`src/rtl/id_ex_stage_pkg.sv`:
```
// ============================================================================
// id_ex_stage_pkg: shared control packing and width defaults for the ID/EX stage
// Revision: 1.0
// ============================================================================
`default_nettype none

package id_ex_stage_pkg;

  localparam int DEF_DW   = 32;
  localparam int DEF_RW   = 5;
  localparam int DEF_AOPW = 4;

  // Bit order matches {reg_write,mem_to_reg,mem_read,mem_write,alu_src,reg_dst}
  typedef struct packed {
    logic reg_write;
    logic mem_to_reg;
    logic mem_read;
    logic mem_write;
    logic alu_src;
    logic reg_dst;
  } ctrl_t;

  localparam int CTRL_W = $bits(ctrl_t);

endpackage

`default_nettype wire

```
`src/rtl/id_ex_stage_hazard_detect_unit.sv`:
```
// ============================================================================
// hazard_detect_unit: combinational load-use detector between EX and ID
// Revision: 1.0
// ============================================================================
`default_nettype none

module hazard_detect_unit #(
  parameter int RW = 5
) (
  input  logic          ex_valid,
  input  logic          ex_mem_read,
  input  logic [RW-1:0] ex_rt,
  input  logic          id_valid,
  input  logic [RW-1:0] id_rs,
  input  logic [RW-1:0] id_rt,
  input  logic          id_uses_rt,
  output logic          hazard
);

  logic rt_nonzero;
  logic rs_match;
  logic rt_match;

  // A load targeting $zero produces nothing worth waiting for
  assign rt_nonzero = (ex_rt != '0);
  assign rs_match   = (ex_rt == id_rs);
  assign rt_match   = id_uses_rt & (ex_rt == id_rt);

  assign hazard = id_valid & ex_valid & ex_mem_read & rt_nonzero & (rs_match | rt_match);

endmodule

`default_nettype wire

```
`src/rtl/id_ex_stage.sv`:
```
// ============================================================================
// id_ex_stage: ID/EX pipeline register with load-use bubble insertion and flush
// Revision: 1.0
// ============================================================================
`default_nettype none

module id_ex_stage
  import id_ex_stage_pkg::*;
#(
  parameter int DW   = DEF_DW,
  parameter int RW   = DEF_RW,
  parameter int AOPW = DEF_AOPW
) (
  input  logic              clk,
  input  logic              rst_n,
  input  logic              flush_i,
  input  logic              id_valid_i,
  input  logic [DW-1:0]     id_pc4_i,
  input  logic [DW-1:0]     id_rd1_i,
  input  logic [DW-1:0]     id_rd2_i,
  input  logic [DW-1:0]     id_imm_i,
  input  logic [RW-1:0]     id_rs_i,
  input  logic [RW-1:0]     id_rt_i,
  input  logic [RW-1:0]     id_rd_i,
  input  logic              id_uses_rt_i,
  input  logic [CTRL_W-1:0] id_ctrl_i,
  input  logic [AOPW-1:0]   id_aluop_i,
  output logic              stall_o,
  output logic              ex_valid_o,
  output logic [DW-1:0]     ex_pc4_o,
  output logic [DW-1:0]     ex_rd1_o,
  output logic [DW-1:0]     ex_rd2_o,
  output logic [DW-1:0]     ex_imm_o,
  output logic [RW-1:0]     ex_rs_o,
  output logic [RW-1:0]     ex_rt_o,
  output logic [RW-1:0]     ex_rd_o,
  output logic [CTRL_W-1:0] ex_ctrl_o,
  output logic [AOPW-1:0]   ex_aluop_o,
  output logic              ex_alu_src_o
);

  ctrl_t ex_ctrl_q;
  logic  hazard;
  logic  bubble;

  hazard_detect_unit #(
    .RW(RW)
  ) u_hazard_detect_unit (
    .ex_valid    (ex_valid_o),
    .ex_mem_read (ex_ctrl_q.mem_read),
    .ex_rt       (ex_rt_o),
    .id_valid    (id_valid_i),
    .id_rs       (id_rs_i),
    .id_rt       (id_rt_i),
    .id_uses_rt  (id_uses_rt_i),
    .hazard      (hazard)
  );

  // A flushed slot is discarded anyway, so holding ID upstream would only waste a cycle
  assign stall_o = hazard & ~flush_i;
  assign bubble  = flush_i | hazard;

  always_ff @(posedge clk or negedge rst_n) begin
    if (!rst_n) begin
      ex_valid_o <= 1'b0;
      ex_pc4_o   <= '0;
      ex_rd1_o   <= '0;
      ex_rd2_o   <= '0;
      ex_imm_o   <= '0;
      ex_rs_o    <= '0;
      ex_rt_o    <= '0;
      ex_rd_o    <= '0;
      ex_ctrl_q  <= '0;
      ex_aluop_o <= '0;
    end else if (bubble) begin
      // Data fields hold: only the control side must be neutralised
      ex_valid_o <= 1'b0;
      ex_ctrl_q  <= '0;
      ex_aluop_o <= '0;
    end else begin
      ex_valid_o <= id_valid_i;
      ex_pc4_o   <= id_pc4_i;
      ex_rd1_o   <= id_rd1_i;
      ex_rd2_o   <= id_rd2_i;
      ex_imm_o   <= id_imm_i;
      ex_rs_o    <= id_rs_i;
      ex_rt_o    <= id_rt_i;
      ex_rd_o    <= id_rd_i;
      ex_ctrl_q  <= id_valid_i ? ctrl_t'(id_ctrl_i) : '0;
      ex_aluop_o <= id_valid_i ? id_aluop_i : '0;
    end
  end

  assign ex_ctrl_o    = ex_ctrl_q;
  assign ex_alu_src_o = ex_ctrl_q.alu_src;

endmodule

`default_nettype wire

```
`config.mk`:
```
export PLATFORM = sky130hd
export DESIGN_NAME = id_ex_stage
export DESIGN_NICKNAME = d
export VERILOG_FILES = /design/src/rtl/id_ex_stage_pkg.sv /design/src/rtl/id_ex_stage_hazard_detect_unit.sv /design/src/rtl/id_ex_stage.sv
export SDC_FILE = /design/constraint.sdc
export NUM_CORES = 1
export LEC_CHECK = 0
export ABC_AREA = 0
export CORE_UTILIZATION = 35
export DETAILED_ROUTE_END_ITERATION = 7
export PLACE_DENSITY_LB_ADDON = 0.08
export SKIP_LAST_GASP = 1
export SLEW_MARGIN = 20
export SYNTH_ARGS = -nofsm -noshare
export SYNTH_HDL_FRONTEND = slang
export SYNTH_HIERARCHICAL = 1
export SYNTH_SLANG_ARGS = --single-unit
export TNS_END_PERCENT = 20
```
`constraint.sdc`:
```
create_clock -name clk -period 3.3 [get_ports clk]
set_input_delay 0.495 -clock clk [delete_from_list [all_inputs] [get_ports clk]]
set_output_delay 0.495 -clock clk [all_outputs]
set_load 0.02 [all_outputs]
```
==> impl_metrics.py, run 1 <==
metrics = {
    "cts": {
        "post_cts_buffers": 0,
        "cts_hold_buf": 0,
        "cts_buffers": 17,
        "cts.reportedPaths.clkPinSlew_ns": 0.06,
        "clock_latency_ns": 0.42,
        "cts_tree": "built",
        "htreeDepth": 4,
        "ctsResizeCount": 0,
        "clock_path_buffers": 2,
        "cts_root_buf": "clkbuf_16",
        "cts.sinks": 154,
    },
    "logic_synthesis": {
        "yosys_warnings": 6,
        "ys_types": 18,
        "synth_area_per_cell_sq_um": 16.8,
        "syn_nets": 503,
        "yosysSeqAreaShare_pct": 66.6,
        "syn-cell-area_sq_um": 5790,
        "ys_ff_latch": 154,
        "synth_cells": 345,
    },
    "finish": {
        "diodes": 0,
        "stdcell_count": 890,
        "syn_to_final_growth_pct": 68.0,
        "fin_area_sq_um": 9720,
        "fillers": 1279,
        "final_core_util_pct": 60.8,
        "nets": 821,
        "drive_gt1_share_pct": 19.0,
    },
    "drt": {
        "antenna_left": 0,
        "vias": 4082,
        "wl_met3_microns": 1680,
        "wl_met2_microns": 7990,
        "wl_microns": 15700,
        "wire_per_inst_microns": 17.6,
        "drt_iter0_drc": 78,
        "routed.top_layer": "met4",
        "wl_met1_microns": 5570,
        "drtPass1Iterations": 4,
        "drc_errors": 0,
        "vias_per_cell": 4.59,
    },
    "timing": {
        "max_freq_mhz": 327,
        "worst_slew_pin_slew_ns": 0.702,
        "setup_violations": 0,
        "slew_violations": 0,
        "rsz0062_at_grt": "false",
        "hold_viol": 0,
        "layout_min_cycle_time_ns": 3.06,
        "setup-tns-final_ns": 0,
        "holdWs_ns": 0.0210,
        "skew_ns": 0.00524,
        "period_share_pct": 92.7,
        "relSlewSlack_pct": 53.1,
    },
    "place": {
        "placed_area_sq_um": 9150,
        "place_congestion": 0.746,
        "io_buffers": 313,
        "dp.cells": 860,
        "dp_hpwl_microns": 11700,
    },
    "power_and_ir_drop": {
        "leakagePower_nw": 4.02,
        "ir_worst_vdd_uv": 324,
        "power.density_nw_per_um2": 530,
    },
    "floorplan": {
        "die_area_sq_um": 17100,
        "pin_count": 314,
        "initial_core_util_pct": 36.2,
        "die_w_microns": 131,
        "die_h_microns": 131,
        "core_area_sq_um": 16000,
        "rows": 46,
    },
    "global_routing": {
        "antenna_found_initial": 0,
        "grt_pass1_wl_microns": 23400,
        "track_usage_pct": 18.6,
        "grt_pass1_vias": 4376,
        "overflow": 0,
        "grt_max_degree": 78,
    },
    "worst_setup_path": {
        "cp_slowest_stage_delay_ns": 0.60,
        "critPathRequiredTime_ns": 2.80,
        "cp.arrival_ns": 2.56,
        "path_common_cell": "clkdlybuf4s50_1",
        "crit_fanout": 2,
        "critPathSlowestCell": "clkdlybuf4s50_1",
        "r2r_start": "ex_rt_o[1]",
        "cp-endpoint": "stall_o",
        "worstReg2RegEnd": "ex_rd2_o[14]",
        "crit_type": "in2out",
        "critPathLaunch": "id_rt_i[2]",
        "endpoint_kind": "primary output",
        "r2r_setup_slack_ns": 0.46,
        "r2r_cells": 6,
        "path_cells": "clkdlybuf4s50_1 -> xor2_1 -> nor4_1 -> nand3_1 -> a21oi_1 -> nor2b_1 -> clkdlybuf4s50_1",
        "cp-start-kind": "input pin",
    },
    "hold_path": {
        "holdCritPathClass": "in2async",
    },
    "flow_run": {
        "cap_violations": 0,
    },
    "status": {
        "status": "completed",
    },
}
## registers in the layout, indices dropped and copies added, names as in the netlist
signal	cells
ex_rd_o	5
ex_rd1_o	32
ex_pc4_o	32
ex_ctrl_o	5
ex_alu_src_o	1
ex_rt_o	5
ex_rs_o	5
ex_rd2_o	32
ex_aluop_o	4
ex_imm_o	32
ex_valid_o	1
## worst min path at each step
stage / startpoint / depth (start not counted) / to / slack [ns]
finish: rst_n / 1 / ex_rd1_o[31] / 0.02
global route: rst_n / 1 / ex_rd_o[0] / 0.05
CTS: rst_n / 1 / ex_rd_o[0] / 0.04
detailed placement: ex_rd1_o[29] / 1 / ex_rd1_o[29] / 0.47
global placement: ex_rd1_o[26] / 1 / ex_rd1_o[26] / 0.47
floorplan: rst_n / 0 / ex_alu_src_o / 0.20
## synth_stat cells
library cell  instances  area, sq um
a21oi_1               1         5.00
and2_1                1         6.26
and3_1               10         62.6
buf_2                10         50.1
buf_4                 7         52.6
clkbuf_1              1         3.75
dfrtp_1             154         3850
mux2_1               49          552
mux2_2               94         1060
nand3_1               2         10.0
nor2_4                1         11.3
nor2b_1               1         6.26
nor3_1                1         5.00
nor4_1                1         6.26
o2111ai_1             1         8.76
or4_1                 1         7.51
xnor2_1               3         26.3
xor2_1                7         61.3
## cell type report
type,instances,area [sq um],share of cell area (%)
clock inverters,8,95.1,0.978
flip-flops and latches,154,3850,39.6
clock buffers,22,474,4.88
repair buffers,317,3200,32.9
well taps,216,270,2.78
multi-input cells,173,1830,18.8
## cell usage in the layout (no fill, tap or decap), types with 2 or more instances in the layout
master,count
nand3_1,2
buf_12,3
clkbuf_16,17
xnor2_1,3
clkinvlp_4,2
clkinv_2,4
clkbuf_8,3
mux2_1,49
clkdlybuf4s50_1,312
xor2_1,7
and3_1,10
bufinv_16,2
mux2_2,94
dfrtp_1,154
clkbuf_1,2
## metal layers
| layer | up-vias | GRT usage (%) |
|---|---|---|
| met5 | - | 0 |
| li1 | 1855 | - |
| met2 | 196 | 31.7 |
| met1 | 2005 | 19.4 |
| met3 | 26 | 8.63 |
| met4 | 0 | 8.99 |
## power breakdown
group / switching (mW) / total (mW) / internal, mW
logic: 0.478 / 1.10 / 0.620
registers: 0.0965 / 2.17 / 2.07
clock network: 0.726 / 1.88 / 1.16
total: 1.30 / 5.15 / 3.85
## critical path: cells and delay by family
family | cells | cell delay [ns]
xor gates and xnor gates | 1 | 0.16
and+or+nand+nor | 3 | 0.60
AOI/OAI and AO/OA | 1 | 0.28
buffers and inverters | 2 | 1.04
## kinds of logic after synthesis
| kind of cell | Yosys count | share of synthesized area, % |
|---|---|---|
| compound gates | 2 | 0.238 |
| flops | 154 | 66.6 |
| mux | 143 | 27.8 |
| buf+inv | 18 | 1.84 |
| simple gates | 18 | 1.99 |
| xor+xnor | 10 | 1.51 |
## metrics by stage
| step | setup slack (ns) | power (mW) |
|---|---|---|
| 2_1_floorplan | 1.06 | 2.64 |
| 4_1_cts | 0.214 | 5.23 |
| 3_3_place_gp | 0.220 | 3.29 |
| 5_1_grt | 0.0839 | 5.38 |
| 3_5_place_dp | 0.214 | 3.31 |
| 6_report | 0.242 | 5.15 |
No activity file was read; power rests on OpenSTA's default activity.
==> run 2, diff against run 1 <==
--- a/config.mk
+++ b/config.mk
@@ -10,7 +10,7 @@
 export DETAILED_ROUTE_END_ITERATION = 7
 export PLACE_DENSITY_LB_ADDON = 0.08
 export SKIP_LAST_GASP = 1
-export SLEW_MARGIN = 20
+export SLEW_MARGIN = 40
 export SYNTH_ARGS = -nofsm -noshare
 export SYNTH_HDL_FRONTEND = slang
 export SYNTH_HIERARCHICAL = 1
==> results of run 2 <==
No change in the layout: final DEF, timing and power equal those of run 1.
